## src/rtl/vga_sync_timing_pkg.sv

```systemverilog
// rtl/vga_sync_timing_pkg.sv - shared VGA timing defaults, vertical state encoding and decode helper
package vga_sync_timing_pkg;

    // Default 256x240 timing; H_TOTAL = 321 pixels, V_TOTAL = 262 lines.
    localparam int DEF_H_ACTIVE = 256;
    localparam int DEF_H_FRONT  = 8;
    localparam int DEF_H_SYNC   = 32;
    localparam int DEF_H_BACK   = 25;
    localparam int DEF_V_ACTIVE = 240;
    localparam int DEF_V_FRONT  = 3;
    localparam int DEF_V_SYNC   = 4;
    localparam int DEF_V_BACK   = 15;
    localparam int DEF_H_TOTAL  = DEF_H_ACTIVE + DEF_H_FRONT + DEF_H_SYNC + DEF_H_BACK;
    localparam int DEF_V_TOTAL  = DEF_V_ACTIVE + DEF_V_FRONT + DEF_V_SYNC + DEF_V_BACK;

    typedef enum logic [1:0] {
        VS_ACT  = 2'd0,
        VS_FP   = 2'd1,
        VS_SYNC = 2'd2,
        VS_BP   = 2'd3
    } vstate_t;

    // Region a given line number belongs to; the FSM must always agree with this.
    function automatic vstate_t vstate_of(input logic [9:0] y,
                                          input logic [9:0] fp_start,
                                          input logic [9:0] sync_start,
                                          input logic [9:0] bp_start);
        if (y < fp_start)        return VS_ACT;
        else if (y < sync_start) return VS_FP;
        else if (y < bp_start)   return VS_SYNC;
        else                     return VS_BP;
    endfunction

endpackage

```

## src/rtl/vga_sync_timing_vertical_counter.sv

```systemverilog
// rtl/vga_sync_timing_vertical_counter.sv - line counter advanced by h_line_end, wraps at V_TOTAL-1
//
// Ports:
//   clk        in   pixel clock
//   reset      in   synchronous active-high reset, clears y
//   h_line_end in   one-clk pulse on the last column of each line
//   y          out  current line number, 0..V_TOTAL-1
//   last_line  out  1 while y == V_TOTAL-1
module vertical_counter
    import vga_sync_timing_pkg::*;
#(
    parameter int V_TOTAL = DEF_V_TOTAL
) (
    input  logic       clk,
    input  logic       reset,
    input  logic       h_line_end,
    output logic [9:0] y,
    output logic       last_line
);

    localparam logic [9:0] V_LAST = 10'(V_TOTAL - 1);

    logic [9:0] r_y;

    always_ff @(posedge clk) begin
        if (reset) begin
            r_y <= '0;
        end else if (h_line_end) begin
            r_y <= (r_y == V_LAST) ? 10'd0 : r_y + 10'd1;
        end
    end

    assign y         = r_y;
    assign last_line = (r_y == V_LAST);

endmodule

```

## src/rtl/vga_sync_timing.sv

```systemverilog
// rtl/vga_sync_timing.sv - registered hsync/vsync/video_on/coordinates and frame_end from pixel_x
//
// Ports:
//   clk        in   pixel clock, shared with horizontal_counter
//   reset      in   synchronous active-high reset
//   pixel_x    in   current column from horizontal_counter
//   h_line_end in   last column of the line, one clk wide
//   hsync      out  horizontal sync at SYNC_POL active level
//   vsync      out  vertical sync at SYNC_POL active level
//   video_on   out  1 inside the visible area
//   x_out      out  pixel_x delayed one clk
//   y_out      out  line number belonging to x_out
//   frame_end  out  one-clk pulse with the last pixel of the last line
module vga_sync_timing
    import vga_sync_timing_pkg::*;
#(
    parameter int H_ACTIVE = DEF_H_ACTIVE,
    parameter int H_FRONT  = DEF_H_FRONT,
    parameter int H_SYNC   = DEF_H_SYNC,
    parameter int H_BACK   = DEF_H_BACK,
    parameter int V_ACTIVE = DEF_V_ACTIVE,
    parameter int V_FRONT  = DEF_V_FRONT,
    parameter int V_SYNC   = DEF_V_SYNC,
    parameter int V_BACK   = DEF_V_BACK,
    parameter int SYNC_POL = 0
) (
    input  logic       clk,
    input  logic       reset,
    input  logic [9:0] pixel_x,
    input  logic       h_line_end,
    output logic       hsync,
    output logic       vsync,
    output logic       video_on,
    output logic [9:0] x_out,
    output logic [9:0] y_out,
    output logic       frame_end
);

    localparam int H_TOTAL = H_ACTIVE + H_FRONT + H_SYNC + H_BACK;
    localparam int V_TOTAL = V_ACTIVE + V_FRONT + V_SYNC + V_BACK;

    generate
        if (H_TOTAL > 1024 || V_TOTAL > 1024)
            $error("vga_sync_timing: H_TOTAL and V_TOTAL must not exceed 1024");
        if (H_ACTIVE < 1 || H_FRONT < 1 || H_SYNC < 1 || H_BACK < 1 ||
            V_ACTIVE < 1 || V_FRONT < 1 || V_SYNC < 1 || V_BACK < 1)
            $error("vga_sync_timing: every timing parameter must be >= 1");
        if (SYNC_POL != 0 && SYNC_POL != 1)
            $error("vga_sync_timing: SYNC_POL must be 0 or 1");
    endgenerate

    // The hsync window ends before H_TOTAL, so an out-of-range pixel_x
    // naturally decodes as blanking with sync inactive.
    localparam logic [9:0] HACT_END   = 10'(H_ACTIVE);
    localparam logic [9:0] HS_START   = 10'(H_ACTIVE + H_FRONT);
    localparam logic [9:0] HS_END     = 10'(H_ACTIVE + H_FRONT + H_SYNC);
    localparam logic [9:0] VFP_START  = 10'(V_ACTIVE);
    localparam logic [9:0] VS_START   = 10'(V_ACTIVE + V_FRONT);
    localparam logic [9:0] VBP_START  = 10'(V_ACTIVE + V_FRONT + V_SYNC);
    localparam logic       POL        = (SYNC_POL != 0);

    logic [9:0] w_y;
    logic       w_last_line;
    logic [9:0] w_y_next;
    logic       w_hs_act;
    logic       w_vs_act;
    logic       w_vid;
    vstate_t    r_vstate;

    vertical_counter #(
        .V_TOTAL (V_TOTAL)
    ) u_vcnt (
        .clk        (clk),
        .reset      (reset),
        .h_line_end (h_line_end),
        .y          (w_y),
        .last_line  (w_last_line)
    );

    // Line number the counter will hold after this h_line_end.
    assign w_y_next = w_last_line ? 10'd0 : w_y + 10'd1;

    always_ff @(posedge clk) begin
        if (reset) begin
            r_vstate <= VS_ACT;
        end else if (h_line_end) begin
            case (r_vstate)
                VS_ACT:  if (w_y_next == VFP_START) r_vstate <= VS_FP;
                VS_FP:   if (w_y_next == VS_START)  r_vstate <= VS_SYNC;
                VS_SYNC: if (w_y_next == VBP_START) r_vstate <= VS_BP;
                VS_BP:   if (w_y_next == 10'd0)     r_vstate <= VS_ACT;
                default: r_vstate <= VS_ACT;
            endcase
        end
    end

    assign w_hs_act = (pixel_x >= HS_START) && (pixel_x < HS_END);
    assign w_vid    = (pixel_x < HACT_END) && (r_vstate == VS_ACT);
    assign w_vs_act = (r_vstate == VS_SYNC);

    always_ff @(posedge clk) begin
        if (reset) begin
            hsync     <= ~POL;
            vsync     <= ~POL;
            video_on  <= 1'b0;
            x_out     <= '0;
            y_out     <= '0;
            frame_end <= 1'b0;
        end else begin
            hsync     <= w_hs_act ? POL : ~POL;
            vsync     <= w_vs_act ? POL : ~POL;
            video_on  <= w_vid;
            x_out     <= pixel_x;
            // Pre-update y: the last pixel of a line still reports that line.
            y_out     <= w_y;
            frame_end <= h_line_end && w_last_line;
        end
    end

    always_ff @(posedge clk) begin
        if (!reset) begin
            assert (r_vstate == vstate_of(w_y, VFP_START, VS_START, VBP_START))
                else $error("vga_sync_timing: vstate disagrees with line counter");
        end
    end

endmodule
```

## config.mk

```make
export PLATFORM = sky130hd
export DESIGN_NAME = vga_sync_timing
export DESIGN_NICKNAME = d
export VERILOG_FILES = /design/src/rtl/vga_sync_timing_pkg.sv /design/src/rtl/vga_sync_timing_vertical_counter.sv /design/src/rtl/vga_sync_timing.sv
export SDC_FILE = /design/constraint.sdc
export NUM_CORES = 1
export LEC_CHECK = 0
export BUFFER_PORTS_ARGS = -buffer_cell sky130_fd_sc_hd__buf_2
export CAP_MARGIN = 0
export CORE_MARGIN = 10
export CORE_UTILIZATION = 45
export CTS_BUF_LIST = sky130_fd_sc_hd__clkbuf_2
export DETAILED_ROUTE_END_ITERATION = 8
export GPL_TIMING_DRIVEN = 1
export PLACE_DENSITY = 0.69
export SLEW_MARGIN = 20
export SYNTH_ARGS = -nofsm -noshare
export SYNTH_HDL_FRONTEND = slang
export SYNTH_SLANG_ARGS = --single-unit
```

## constraint.sdc

```tcl
create_clock -name clk -period 3.1 [get_ports clk]
set_input_delay 0.155 -clock clk [delete_from_list [all_inputs] [get_ports clk]]
set_output_delay 0.155 -clock clk [all_outputs]
set_load 0.005 [all_outputs]
```

==> results_tabular.tex <==
\begin{tabular}{lr}
\hline
Metric & Value \\
\hline
\multicolumn{2}{l}{\textbf{Place}} \\
\quad IO buf count & 36 \\
\quad Routability Congestion & 0.884 \\
\quad Post-detailed-placement half-perimeter wirelength & 2.34 mm \\
\quad Placed Instance Area & 1710 um2 \\
\multicolumn{2}{l}{\textbf{Flow run}} \\
\quad Max Cap Violations & 0 \\
\multicolumn{2}{l}{\textbf{Final layout}} \\
\quad Fillcell total & 297 \\
\quad Number of nets in the layout & 229 \\
\quad Design area & 1850 um2 \\
\quad Commonest cells after routing, fill and taps aside & dfxtp\_1, buf\_2, nor2\_1 \\
\quad Fraction of layout instances using a drive strength above 1 & 23.2\% \\
\quad Final antenna diode count & 0 \\
\quad Register area & 721 um2 \\
\quad Multi-input logic area & 724 um2 \\
\quad Growth of design area from synthesis to finish & 20.6\% \\
\multicolumn{2}{l}{\textbf{Clock tree}} \\
\quad Clock buffer depth & 2 \\
\quad Reg clk slew, reported paths & 170 ps \\
\quad CTS tree & done \\
\quad Clk Tree Root Cell & clkbuf\_2 \\
\quad Skew-Pair Late Insertion Delay & 370 ps \\
\quad Number of clock buffers inserted by TritonCTS & 5 \\
\quad H-tree Lvls & 2 \\
\quad Clock Sink Count & 36 \\
\multicolumn{2}{l}{\textbf{GRT}} \\
\quad Global routing usage summed across all routing layers & 10.7\% \\
\quad GRT overflow & 0 \\
\quad First-pass GRT wire length & 5.43 mm \\
\quad Largest net degree at the start of global routing & 35 \\
\quad Vias in the first global route & 1,186 \\
\quad Number of antenna violations at the first check in global routing & 0 \\
\multicolumn{2}{l}{\textbf{Yosys}} \\
\quad Register bit total from synthesis & 36 \\
\quad Count of unique library cells instantiated by Yosys & 36 \\
\quad Total number of yosys warnings & 0 \\
\quad Area of the mapped netlist & 1540 um2 \\
\quad Main flop type after synthesis & dfxtp\_1 \\
\quad Average cell area after synthesis & 9.19 um2 \\
\quad Post-synthesis sequential area ratio & 46.9\% \\
\quad Count of flip-flops with a built-in enable after synthesis & 0 \\
\quad Mapped Cells & 167 \\
\quad Post-synthesis async set-or-reset flop share & 0\% \\
\quad Net count of the mapped netlist & 186 \\
\multicolumn{2}{l}{\textbf{Timing}} \\
\quad Post-route minimum period & 2820 ps \\
\quad Setup tns final & 0 ps \\
\quad Transition time of the tightest slew-check pin & 577 ps \\
\quad Final hold viol count & 0 \\
\quad Final cycle utilization of the critical path & 90.9\% \\
\quad FMAX & 355 MHz \\
\quad Pins over their slew limit & 0 \\
\quad Slew HR & 61.5\% \\
\quad Setup violation total in the final timing report & 0 \\
\quad Unrepaired setup endpoints after global routing & no \\
\quad Clock Skews & 10.4 ps \\
\quad Worst hold slack after final layout & 24.2 ps \\
\multicolumn{2}{l}{\textbf{Worst setup path}} \\
\quad Worst Setup Start Kind & flip-flop \\
\quad Stage delay of the slowest cell on the critical path & 510 ps \\
\quad CP max-delay cell & dfxtp\_1 \\
\quad Maximum fanout along the worst path & 9 \\
\quad Critical setup path kind & reg2reg \\
\quad Critical path data arrival time & 3110 ps \\
\quad Ordered cell list for the critical path & ha\_1, nand3\_1, nor4\_1, a31oi\_1, or4\_1, a221o\_1, or3\_1, o211a\_1 \\
\quad Required time at the endpoint of the critical path & 3390 ps \\
\quad Sort of element at the end of the critical path & flip-flop \\
\multicolumn{2}{l}{\textbf{Floorplan}} \\
\quad Die span in x & 78.4 um \\
\quad Effective utilization at floorplan & 46.4\% \\
\quad Number of standard-cell rows in the floorplan & 21 \\
\quad Placeable Area & 3310 um2 \\
\quad Height of the die & 78.4 um \\
\quad Area of the die & 6150 um2 \\
\quad Number of primary I/O pins & 37 \\
\multicolumn{2}{l}{\textbf{Pwr}} \\
\quad Cell Pwr Density & 399 nW/um2 \\
\quad Switching part of the total & 24.6\% \\
\quad Sw power & 0.000182 W \\
\quad Internal power component & 0.000557 W \\
\quad Part of the total power dissipated in combinational logic & 8.3\% \\
\quad Total leakage power & 0.790 nW \\
\quad Share of power burned in the clock network & 26.7\% \\
\quad Worst VDD drop & 0.134 mV \\
\quad Seq pwr share & 65.0\% \\
\multicolumn{2}{l}{\textbf{Drt}} \\
\quad DRC violations left & 0 \\
\quad 1st-iter DRT viols & 63 \\
\quad Vias per cell & 4.94 \\
\quad Total Routed Length & 3.29 mm \\
\quad Remaining antenna violation count & 0 \\
\quad Average detailed-routed wire length per instance & 12.8 um \\
\quad Detailed-route via count & 1,269 \\
\quad Pre-antenna DRT Iters & 4 \\
\multicolumn{2}{l}{\textbf{Min path}} \\
\quad Classification of the worst-slack hold path & in2reg \\
\multicolumn{2}{l}{\textbf{Status}} \\
\quad Run status & finished, final reports clean \\
\hline
\end{tabular}
==> power by group through the flow <==
stage | combinational [W] | sequential (W) | clock (W)
2_1_floorplan | 0.0000273 | 0.000490 | 0
4_1_cts | 0.0000622 | 0.000480 | 0.000210
3_5_place_dp | 0.0000530 | 0.000489 | 0
6_report | 0.0000615 | 0.000480 | 0.000197
3_3_place_gp | 0.0000520 | 0.000489 | 0
5_1_grt | 0.0000693 | 0.000481 | 0.000226
==> path summary, 6_finish.rpt <==
| path | slack [ps] | cells after the start | startpoint | end |
|---|---|---|---|---|
| max | 280 | 8 | u_vcnt.y[0]$_SDFFE_PP0P_ | r_vstate[0]$_SDFFE_PP0P_ |
| min | 20 | 2 | pixel_x[4] | x_out[4]$_SDFF_PP0_ |
| max reg2reg | 280 | 8 | u_vcnt.y[0]$_SDFFE_PP0P_ | r_vstate[0]$_SDFFE_PP0P_ |
| min reg2reg | 510 | 2 | r_vstate[1]$_SDFFE_PP0P_ | r_vstate[1]$_SDFFE_PP0P_ |
==> metrics by stage <==
step                      setup WS [ps]  power, W  utilization (%)  instances
final                               282  0.000738             55.9        257
after global routing                160  0.000776             55.9        257
after CTS                           329  0.000751             55.9        257
after detailed placement            380  0.000542             51.7        239
after global placement              464  0.000541             51.7        239
after floorplan                     546  0.000517                -        167
==> sequential cells by signal (all words and copies together) (netlist names) <==
| name | flops |
|---|---|
| u_vcnt.y | 10 |
| x_out | 10 |
| y_out | 10 |
| r_vstate | 2 |
| frame_end | 1 |
| hsync | 1 |
| video_on | 1 |
| vsync | 1 |
==> cell usage after synthesis, types with 2 or more instances <==
master	instances	area share, %
a31oi_1	2	0.81
or4_1	2	0.98
a21oi_1	5	1.6
nand4_1	6	2.4
nor4_1	2	0.81
xnor2_1	6	3.4
a221o_1	2	1.3
o21ai_0	3	0.98
nand3_1	4	1.3
buf_4	4	2.0
clkbuf_1	5	1.2
nor2_1	20	4.9
nor3_1	8	2.6
mux2i_1	3	2.0
xor2_1	3	1.7
nor2b_1	16	6.5
dfxtp_1	36	47
inv_1	7	1.7
nand2_1	9	2.2
or3_1	3	1.2
ha_1	6	4.9
==> layer usage <==
| layer | up-vias | routed length [um] | track usage [%] |
|---|---|---|---|
| met5 | - | 0 | 0 |
| li1 | 649 | - | - |
| met4 | 0 | 72 | 4.84 |
| met1 | 553 | 1520 | 12.1 |
| met3 | 8 | 287 | 5.13 |
| met2 | 59 | 1410 | 16.8 |
==> critical path, delay by kind of cell, from the launching register on <==
family                   cells  cell delay, ps
AND/OR/NAND/NOR              4            1290
AO/OA/AOI/OAI                3             640
adder cells (fa/ha/maj)      1             320
flip-flops                   1             510
==> cell type report <==
class / count / area share, %
sequential: 36 / 38.9
clock buffer: 5 / 1.35
inverter: 8 / 1.62
timing repair buffer: 46 / 15.1
clock inverter: 3 / 0.743
tap: 46 / 3.11
multi-input combinational: 113 / 39.1
==> cell families after synthesis <==
| kind of cell | after synthesis | synth area share (%) |
|---|---|---|
| fa+ha+maj | 6 | 4.89 |
| simple gates | 79 | 27.8 |
| flops | 36 | 46.9 |
| xor+xnor | 9 | 5.13 |
| compound gates | 16 | 7.42 |
| buf+inv | 18 | 5.87 |
| mux | 3 | 1.96 |
==> timing repair <==
item / CTS / global route
gates resized for setup: 0 / 0
hold endpoints to repair: 9 / 0
hold buffers: 10 / 0
setup buffers: 0 / 0
Power figures use the tool's default switching activity.
